==> config.mk <==
export PLATFORM = sky130hd
export DESIGN_NAME = sklansky_approx_pipe
export DESIGN_NICKNAME = d
export VERILOG_FILES = /design/src/rtl/sklansky_pkg.sv /design/src/rtl/sklansky_prefix_tree.sv /design/src/rtl/sklansky_approx_pipe.sv
export SDC_FILE = /design/constraint.sdc
export NUM_CORES = 1
export LEC_CHECK = 0
export BUFFER_PORTS_ARGS = -buffer_cell sky130_fd_sc_hd__buf_2
export CAP_MARGIN = 20
export CORE_MARGIN = 3
export CORE_UTILIZATION = 35
export DETAILED_ROUTE_END_ITERATION = 12
export MAX_ROUTING_LAYER = met4
export SLEW_MARGIN = 20
export SYNTH_ARGS = -nofsm -noshare
export SYNTH_HDL_FRONTEND = slang
export SYNTH_SLANG_ARGS = --single-unit
==> constraint.sdc <==
create_clock -name clk -period 1.7 [get_ports clk]
set_clock_uncertainty 0.1 [all_clocks]
set_input_delay 0.255 -clock clk [delete_from_list [all_inputs] [get_ports clk]]
set_output_delay 0.255 -clock clk [all_outputs]
set_load 0.01 [all_outputs]
==> src/rtl/sklansky_pkg.sv <==
// Shared constants, stage control type and elaboration helpers for the
// pipelined exact/approximate Sklansky adder.
package sklansky_pkg;

  localparam logic MODE_EXACT  = 1'b0;
  localparam logic MODE_APPROX = 1'b1;

  // Per-transaction control carried alongside the g/p vectors of stage 1.
  typedef struct packed {
    logic mode;
    logic cin;
  } stage_ctl_t;

  function automatic int clog2(input int value);
    int result;
    int rem;
    result = 0;
    rem    = value - 1;
    while (rem > 0) begin
      result = result + 1;
      rem    = rem >> 1;
    end
    return result;
  endfunction

endpackage

==> src/rtl/sklansky_prefix_tree.sv <==
// Combinational Sklansky generate/propagate prefix over bits LO..WIDTH;
// carry[i] is the carry out of bit i with cin entering below bit LO.
module sklansky_prefix_tree
  import sklansky_pkg::*;
#(
  parameter int WIDTH = 16,
  parameter int LO    = 1
) (
  input  logic [WIDTH:LO] g,
  input  logic [WIDTH:LO] p,
  input  logic            cin,
  output logic [WIDTH:LO] carry
);

  localparam int N      = WIDTH - LO + 1;
  localparam int LEVELS = clog2(N);

  logic [N-1:0] gg_s;
  logic [N-1:0] pp_s;

  // Each level merges the upper half of every 2^(l+1) block with the top of its lower half.
  always_comb begin
    gg_s    = g;
    pp_s    = p;
    gg_s[0] = g[LO] | (p[LO] & cin);
    for (int l = 0; l < LEVELS; l++) begin
      for (int j = N - 1; j >= 0; j--) begin
        if (((j >> l) & 1) == 1) begin
          gg_s[j] = gg_s[j] | (pp_s[j] & gg_s[((j >> l) << l) - 1]);
          pp_s[j] = pp_s[j] & pp_s[((j >> l) << l) - 1];
        end else begin
          gg_s[j] = gg_s[j];
          pp_s[j] = pp_s[j];
        end
      end
    end
  end

  assign carry = gg_s;

endmodule

==> src/rtl/sklansky_approx_pipe.sv <==
// Three-stage valid/ready Sklansky adder with a per-transaction exact or
// approximate (OR-based lower K bits) mode.
module sklansky_approx_pipe
  import sklansky_pkg::*;
#(
  parameter int WIDTH = 16,
  parameter int K     = 8
) (
  input  logic           clk,
  input  logic           rst,
  input  logic           In_Valid,
  output logic           In_Ready,
  input  logic           Mode,
  input  logic [WIDTH:1] A,
  input  logic [WIDTH:1] B,
  input  logic           Cin,
  output logic           Out_Valid,
  input  logic           Out_Ready,
  output logic [WIDTH:1] Sum,
  output logic [WIDTH:0] Cout,
  output logic           Out_Mode
);

  typedef struct packed {
    stage_ctl_t     ctl;
    logic [WIDTH:1] g;
    logic [WIDTH:1] p;
  } payload_t;

  payload_t       in_payload_s;
  payload_t       s1_r;
  logic           s1_valid_r;
  logic           s2_valid_r;
  logic           s2_mode_r;
  logic [WIDTH:1] s2_half_r;
  logic [WIDTH:0] s2_carry_r;

  logic           s1_load_s;
  logic           s2_load_s;
  logic           s3_load_s;

  logic [WIDTH:1] tree_g_s;
  logic [WIDTH:1] tree_p_s;
  logic           tree_cin_s;
  logic [WIDTH:1] tree_carry_s;
  logic [WIDTH:1] half_s;

  // A stage may load when it is empty or its content moves on this cycle.
  assign s3_load_s = !Out_Valid || Out_Ready;
  assign s2_load_s = !s2_valid_r || s3_load_s;
  assign s1_load_s = !s1_valid_r || s2_load_s;
  assign In_Ready  = s1_load_s;

  assign in_payload_s = {Mode, Cin, A & B, A ^ B};

  // Stage valid bits.
  always_ff @(posedge clk) begin
    if (rst) begin
      s1_valid_r <= 1'b0;
      s2_valid_r <= 1'b0;
      Out_Valid  <= 1'b0;
    end else begin
      if (s1_load_s) s1_valid_r <= In_Valid;
      if (s2_load_s) s2_valid_r <= s1_valid_r;
      if (s3_load_s) Out_Valid  <= s2_valid_r;
    end
  end

  // Stage 1: operand capture as bitwise generate/propagate.
  always_ff @(posedge clk) begin
    if (rst) begin
      s1_r <= '0;
    end else if (s1_load_s && In_Valid) begin
      s1_r <= in_payload_s;
    end
  end

  // Approximate mode kills the low carry chain except for the single g[K] carry.
  always_comb begin
    tree_g_s   = s1_r.g;
    tree_p_s   = s1_r.p;
    half_s     = s1_r.p;
    tree_cin_s = s1_r.ctl.cin;
    if (s1_r.ctl.mode == MODE_APPROX) begin
      tree_cin_s = 1'b0;
      for (int i = 1; i <= K; i++) begin
        tree_g_s[i] = (i == K) ? s1_r.g[i] : 1'b0;
        tree_p_s[i] = 1'b0;
        half_s[i]   = s1_r.g[i] | s1_r.p[i];
      end
    end else begin
      tree_cin_s = s1_r.ctl.cin;
    end
  end

  sklansky_prefix_tree #(
    .WIDTH (WIDTH),
    .LO    (1)
  ) u_tree (
    .g     (tree_g_s),
    .p     (tree_p_s),
    .cin   (tree_cin_s),
    .carry (tree_carry_s)
  );

  // Stage 2: carry vector and per-bit half sums.
  always_ff @(posedge clk) begin
    if (rst) begin
      s2_mode_r  <= 1'b0;
      s2_half_r  <= '0;
      s2_carry_r <= '0;
    end else if (s2_load_s && s1_valid_r) begin
      s2_mode_r  <= s1_r.ctl.mode;
      s2_half_r  <= half_s;
      s2_carry_r <= {tree_carry_s, tree_cin_s};
    end
  end

  // Stage 3: registered outputs, held while the consumer stalls.
  always_ff @(posedge clk) begin
    if (rst) begin
      Sum      <= '0;
      Cout     <= '0;
      Out_Mode <= 1'b0;
    end else if (s3_load_s && s2_valid_r) begin
      Sum      <= s2_half_r ^ s2_carry_r[WIDTH-1:0];
      Cout     <= s2_carry_r;
      Out_Mode <= s2_mode_r;
    end
  end

endmodule

### Word level (Yosys, flattened, before mapping)

Index checks and enable logic that the tools add are counted.

| cells by class | value |
|---|---|
| mux-type cells | 4 |
| bitwise logic cells | 94 |
| reductions and logical operators | 9 |

Operator list:

| kind | number |
|---|---|
| AND 1 bit | 50 |
| OR 1 bit | 41 |
| bitwise XOR 16 bit | 2 |
| AND 16 bit | 1 |
| 2-to-1 mux 8 bit | 2 |
| 2-to-1 mux 7 bit | 1 |
| logical AND 1 bit | 3 |
| logical NOT 1 bit | 3 |
| logical OR 1 bit | 3 |
| 2-to-1 mux 1 bit | 1 |

| word-level totals | value |
|---|---|
| register bits after elaboration | 105 |

### Depth between registers and ports, before layout

| depth | value |
|---|---|
| depth after elaboration | 11 |
| mapped depth | 6 |

### Hierarchy

From an unflattened synthesis, not the netlist that was laid out.

| second synthesis, totals | value |
|---|---|
| cells, all modules | 550 |
| area, all modules | 4,957.3 µm² |

Modules (own cells, without submodules):

| module | instances | cells an instance | area an instance (µm²) | sequential area each (µm²) |
|---|---|---|---|---|
| sklansky_approx_pipe | 1 | 503 | 4,675.7 | 2,102.0 |
| sklansky_prefix_tree | 1 | 47 | 281.5 | 0.0 |

### Worst setup path before layout

OpenSTA, ideal clock, no wires.

| timing | value |
|---|---|
| path kind | flip-flop to flip-flop |
| from | reg s1_r[33] in the netlist's numbering |
| to | reg s2_carry_r[10] |
| library setup time | 132 ps |
| arrival | 1,462 ps |
| required time | 1,468 ps |
| setup slack | 6 ps |
| stages on the path, launching flop included | 7 |
| path buffers | 1 |
| clock period less this slack | 1,694 ps |
| cell sequence | dfxtp_1 > buf_4 > and3b_4 > a221oi_4 > o211ai_4 > a2111oi_4 > nor3_1 |

| between the ends | value |
|---|---|
| word-level cells in the longest chain between the ends | 11 |
| elaborated cells between the ends (all ways) | 25 |
| those cells by class | mux: 3; bitwise: 22 |

Ends and longest elaborated chain:

| item | line | RTL |
|---|---|---|
| from (decl) | sklansky_approx_pipe.sv:31 | `payload_t s1_r;` |
| from (signal assigned) | sklansky_approx_pipe.sv:74 | `s1_r <= in_payload_s;` |
| 2-to-1 mux 8 bit / 2-to-1 mux 1 bit (equally long branches) | sklansky_approx_pipe.sv:84 | `if (s1_r.ctl.mode == MODE_APPROX) begin` |
| AND 1 bit | sklansky_prefix_tree.sv:25 | `gg_s[0] = g[LO] \| (p[LO] & cin);` |
| OR 1 bit | sklansky_prefix_tree.sv:25 |  |
| AND 1 bit | sklansky_prefix_tree.sv:29 | `gg_s[j] = gg_s[j] \| (pp_s[j] & gg_s[((j >> l) << l) - 1]);` |
| OR 1 bit | sklansky_prefix_tree.sv:29 |  |
| AND 1 bit | sklansky_prefix_tree.sv:29 |  |
| OR 1 bit | sklansky_prefix_tree.sv:29 |  |
| AND 1 bit | sklansky_prefix_tree.sv:29 |  |
| OR 1 bit * | sklansky_prefix_tree.sv:29 |  |
| AND 1 bit * | sklansky_prefix_tree.sv:29 |  |
| OR 1 bit * | sklansky_prefix_tree.sv:29 |  |
| to (signal assigned) | sklansky_approx_pipe.sv:115 | `s2_carry_r <= {tree_carry_s, tree_cin_s};` |
| to (decl) | sklansky_approx_pipe.sv:36 | `logic [WIDTH:0] s2_carry_r;` |

Mark *: on every way between the ends. The rest lies on a longest branch, timed or not.
A chain may end at the register's enable or synchronous reset.

### Worst setup path after layout

| timing | value |
|---|---|
| from | reg s1_r[33] in the netlist's numbering |
| to | reg s2_carry_r[13] |

The elaborated chain is that of the path after synthesis.

==> run summary <==
LOGIC SYNTHESIS
------------------------------------------------------------------------------------------------------
Post-Syn Area per Cell                                                                        8.32 µm²
Top cells by area in the synthesized netlist                                              sky130_fd_sc_hd__dfxtp_1 49%, sky130_fd_sc_hd__nand2_1 11%, sky130_fd_sc_hd__a21oi_1 9.7%
Proportion of synthesized chip area in sequential cells                                          48.7%
Count of unique library cells instantiated by Yosys                                                 39
Post-Syn Instances                                                                                 519
Yosys Warn Count                                                                                     0
Post-synthesis net count                                                                           573
Area share of the largest cell type after synthesis                                              48.7%
Yosys reg bits                                                                                     105
Largest area contributor in the synthesized netlist                                       sky130_fd_sc_hd__dfxtp_1
Syn Std Cell Area                                                                          0.00432 mm²

TIMING
------------------------------------------------------------------------------------------------------
Fmax                                                                                         0.600 GHz
Shortest clock period the worst path allows after layout                                       1.67 ns
Unrepaired setup endpoints after global routing                                                    yes
Actual slew at the worst max-slew pin                                                         0.444 ns
Endpoints failing setup                                                                              0
Worst relative slew slack                                                                        70.3%
Fin. Hold Viols                                                                                      0
Final period util                                                                                98.0%
Max-slew violation count                                                                             0

WORST SETUP PATH
------------------------------------------------------------------------------------------------------
Startpoint of the worst setup timing path                                                     s1_r[33]
Critical-path cell with the highest stage delay                                           sky130_fd_sc_hd__dfxtp_2
Largest fanout of any net on the critical path                                                       5
Reg-to-Reg Start                                                                              s1_r[33]
Capture point of the critical path                                                        s2_carry_r[13]
Logic depth of the worst path, buffers included                                                      7
Most frequent cell on the critical path                                                   sky130_fd_sc_hd__buf_6
RR Endpoint                                                                               s2_carry_r[13]
WP buf/inv                                                                                           2
Critical path endpoint category                                                                   flop
Critical path type                                                                             reg2reg
Largest incremental delay on the critical path                                                 0.34 ns
Depth of the most critical reg-to-reg path                                                           7
Worst-path cell chain                                                                     buf_6, and3b_1, nand4_1, o211ai_4, buf_6, nand3_2, a31oi_1
Arr. time, crit path                                                                           1.83 ns
Register-to-register path setup slack                                                          0.03 ns
Required time of the critical path                                                             1.86 ns
Category of cells accounting for the largest share of critical-path delay                 compound AO/OA/AOI/OAI gates
Critical Path Source Type                                                                         flop

GLOBAL ROUTING
------------------------------------------------------------------------------------------------------
GR Util All Layers                                                                               15.0%
Maximum number of pins on one net before global-route repair                                        51
Layer carrying the most global-route usage                                                        met1
Routing usage on met1                                                                            21.9%
First-pass GRT wire length                                                                    16000 µm
Initial antenna violation count                                                                      0
GR Util met3                                                                                     2.78%
Met2 Use GR                                                                                      20.3%
Residual overflow from global routing                                                                0
Vias in the first global route                                                                    3249

HOLD PATH
------------------------------------------------------------------------------------------------------
Class of the worst hold path                                                                    in2reg

CLOCKING
------------------------------------------------------------------------------------------------------
Clock transition at the register clock pins on the worst setup and hold paths after CTS        0.07 ns
Max H-tree Level                                                                                     3
Max Buffers Root-to-Sink                                                                             2
Sinks on Clock Net                                                                                 105
Clk Tree Root Cell                                                                        sky130_fd_sc_hd__clkbuf_16
TritonCTS clock tree                                                                               yes
Hold-fix buffers, CTS                                                                                0
Later-pin clock latency in the skew report                                                     0.34 ns
Number of buffers created by CTS                                                                     9

CELLS AND AREA
------------------------------------------------------------------------------------------------------
Leading cell types in the layout, fill and taps excluded                                  132 x sky130_fd_sc_hd__nand2_1, 100 x sky130_fd_sc_hd__dfxtp_1, 83 x sky130_fd_sc_hd__a21oi_1, 73 x sky130_fd_sc_hd__buf_2, 39 x sky130_fd_sc_hd__nor2_1
Leading cell type in the layout, fill and taps excluded                                   sky130_fd_sc_hd__nand2_1
Number of nets in the finished design                                                              651
Sequential cell area                                                                       0.00211 mm²
Total of fill cells in the finished design                                                        1172
Cell area after layout                                                                     0.00537 mm²
Antenna fix cells                                                                                    0
Final design utilization                                                                         45.7%
Fraction of layout instances using a drive strength above 1                                      22.1%
Area occupied by multi-input gates                                                         0.00211 mm²
Area growth syn-to-layout                                                                        24.3%

FLOW RUN
------------------------------------------------------------------------------------------------------
MaxCap Viol Count                                                                                    0

DRT
------------------------------------------------------------------------------------------------------
Detail Route Antenna Nets                                                                            0
First-pass iteration count of the detailed router                                                    4
Via count                                                                                         3631
Residual DRC                                                                                         0
Post-detailed-routing wire length                                                              9820 µm
Detail-routed via count per cell                                                                  4.74
Number of design-rule violations left by the first detailed-router iteration                       258
Average routed wire per standard cell                                                          12.8 µm

PLACE
------------------------------------------------------------------------------------------------------
Standard cell area after detailed placement                                                0.00500 mm²
Hpwl dp                                                                                        7180 µm
RD Place Congestion                                                                              0.891
Port Buf Inserts                                                                                    73

DIE
------------------------------------------------------------------------------------------------------
Number of primary I/O pins                                                                          74
Die Height                                                                                      117 µm
Starting density of the core                                                                     36.7%
Die X-Extent                                                                                    117 µm
CORE AREA                                                                                   0.0118 mm²
Row count                                                                                           39
Die area                                                                                    0.0137 mm²

PWR
------------------------------------------------------------------------------------------------------
Worst ir drop on vdd                                                                        0.000565 V
Leakage                                                                                        2.09 nW
Overall Power                                                                                  5.30 mW
Pwr per Cell Area                                                                           986 mW/mm²

STATUS
------------------------------------------------------------------------------------------------------
Status                                                                                    finished, final reports clean

flip-flops by register name, summed over array words and instances (netlist names):
register    count
Cout           17
Out_Mode        1
Out_Valid       1
Sum            16
half_s          8
s1_r           26
s1_valid_r      1
s2_carry_r     17
s2_half_r      16
s2_mode_r       1
s2_valid_r      1
through the flow:
| step | cells | TNS, ns | setup WS (ns) | hold slack [ns] |
|---|---|---|---|---|
| 6_report | 766 | 0 | 0.0341 | 0.0766 |
| 5_1_grt | 766 | -0.0690 | -0.0674 | 0.0922 |
| 4_1_cts | 762 | 0 | 0.000641 | 0.0684 |
| 3_5_place_dp | 746 | -0.0340 | -0.0281 | 0.345 |
| 3_3_place_gp | 746 | 0 | 0.0286 | 0.341 |
| 2_1_floorplan | 519 | 0 | 0.00622 | 0.291 |
tightest hold or removal path, delay by kind of cell:
| family | cells | cell delay, ns |
|---|---|---|
| and+or+nand+nor | 1 | 0.06 |
| buffers and inverters | 1 | 0.10 |
| AOI/OAI and AO/OA | 1 | 0.06 |
per-layer routing:
layer	vias to the layer above	part of all wire [%]
met5	-	0
met4	0	1.7
met3	12	4.6
met2	80	41
met1	1597	53
li1	1942	-
kinds of logic after synthesis:
family | after synthesis | share of synthesized area [%]
multiplexers | 1 | 0.232
flip-flops | 105 | 48.7
buffers and inverters | 37 | 3.50
XOR/XNOR | 16 | 3.24
adder cells (fa/ha/maj) | 16 | 4.63
AO/OA/AOI/OAI | 143 | 20.6
AND/OR/NAND/NOR | 201 | 19.1
power by group:
| part | switching [mW] | internal [mW] |
|---|---|---|
| clock | 0.926 | 1.19 |
| combinational | 0.285 | 0.237 |
| sequential | 0.0954 | 2.56 |
| total | 1.31 | 3.99 |
worst min-delay path by stage:
stage	startpoint	endpoint	slack [ns]	cells after the start
after floorplan	Cin	s1_r[32]	0.29	2
after global placement	Cout[11]	Cout[11]	0.34	2
after detailed placement	Cout[12]	Cout[12]	0.34	2
after CTS	Cin	s1_r[32]	0.07	3
after global routing	Cin	s1_r[32]	0.09	3
final	Cin	s1_r[32]	0.08	3
area by class of cell:
class	count	area share, %
Inverter	3	0.210
Clock buffer	10	4.45
Multi-Input combinational cell	377	39.2
Timing Repair Buffer	101	11.8
Sequential cell	105	39.3
Clock inverter	6	1.21
Tap cell	164	3.82
Yosys cell counts:
library cell / instances
sky130_fd_sc_hd__o32ai_1: 1
sky130_fd_sc_hd__and4_1: 1
sky130_fd_sc_hd__nor4_1: 1
sky130_fd_sc_hd__clkbuf_1: 24
sky130_fd_sc_hd__o22ai_1: 1
sky130_fd_sc_hd__and3b_4: 1
sky130_fd_sc_hd__a31oi_1: 4
sky130_fd_sc_hd__nand2_1: 132
sky130_fd_sc_hd__nand3_1: 8
sky130_fd_sc_hd__nand4b_1: 1
sky130_fd_sc_hd__a221oi_4: 1
sky130_fd_sc_hd__o2bb2ai_1: 1
sky130_fd_sc_hd__a2111oi_4: 1
sky130_fd_sc_hd__nor3_1: 7
sky130_fd_sc_hd__and3_1: 1
sky130_fd_sc_hd__a211oi_1: 27
sky130_fd_sc_hd__nor2_1: 39
sky130_fd_sc_hd__buf_1: 2
sky130_fd_sc_hd__mux2i_1: 1
sky130_fd_sc_hd__a22oi_1: 3
sky130_fd_sc_hd__nor2b_1: 4
sky130_fd_sc_hd__nand2b_1: 1
sky130_fd_sc_hd__dfxtp_1: 105
sky130_fd_sc_hd__buf_4: 1
sky130_fd_sc_hd__o211ai_4: 1
sky130_fd_sc_hd__buf_2: 7
sky130_fd_sc_hd__o21bai_1: 2
sky130_fd_sc_hd__o21a_1: 1
sky130_fd_sc_hd__nand3b_1: 2
sky130_fd_sc_hd__xnor2_1: 16
sky130_fd_sc_hd__a21oi_1: 84
sky130_fd_sc_hd__ha_1: 16
sky130_fd_sc_hd__or3_1: 1
sky130_fd_sc_hd__a21o_1: 4
sky130_fd_sc_hd__nand4_1: 1
sky130_fd_sc_hd__a211o_1: 2
sky130_fd_sc_hd__inv_1: 3
sky130_fd_sc_hd__and3b_1: 1
sky130_fd_sc_hd__o21ai_0: 10
what timing repair did:
action,4_1_cts,5_1_grt
setup buffers,0,4
gates resized for setup,1,10
pin swaps,0,7
endpoints found under the setup margin,2,8
Note: power is estimated with default switching activity, not from simulation.
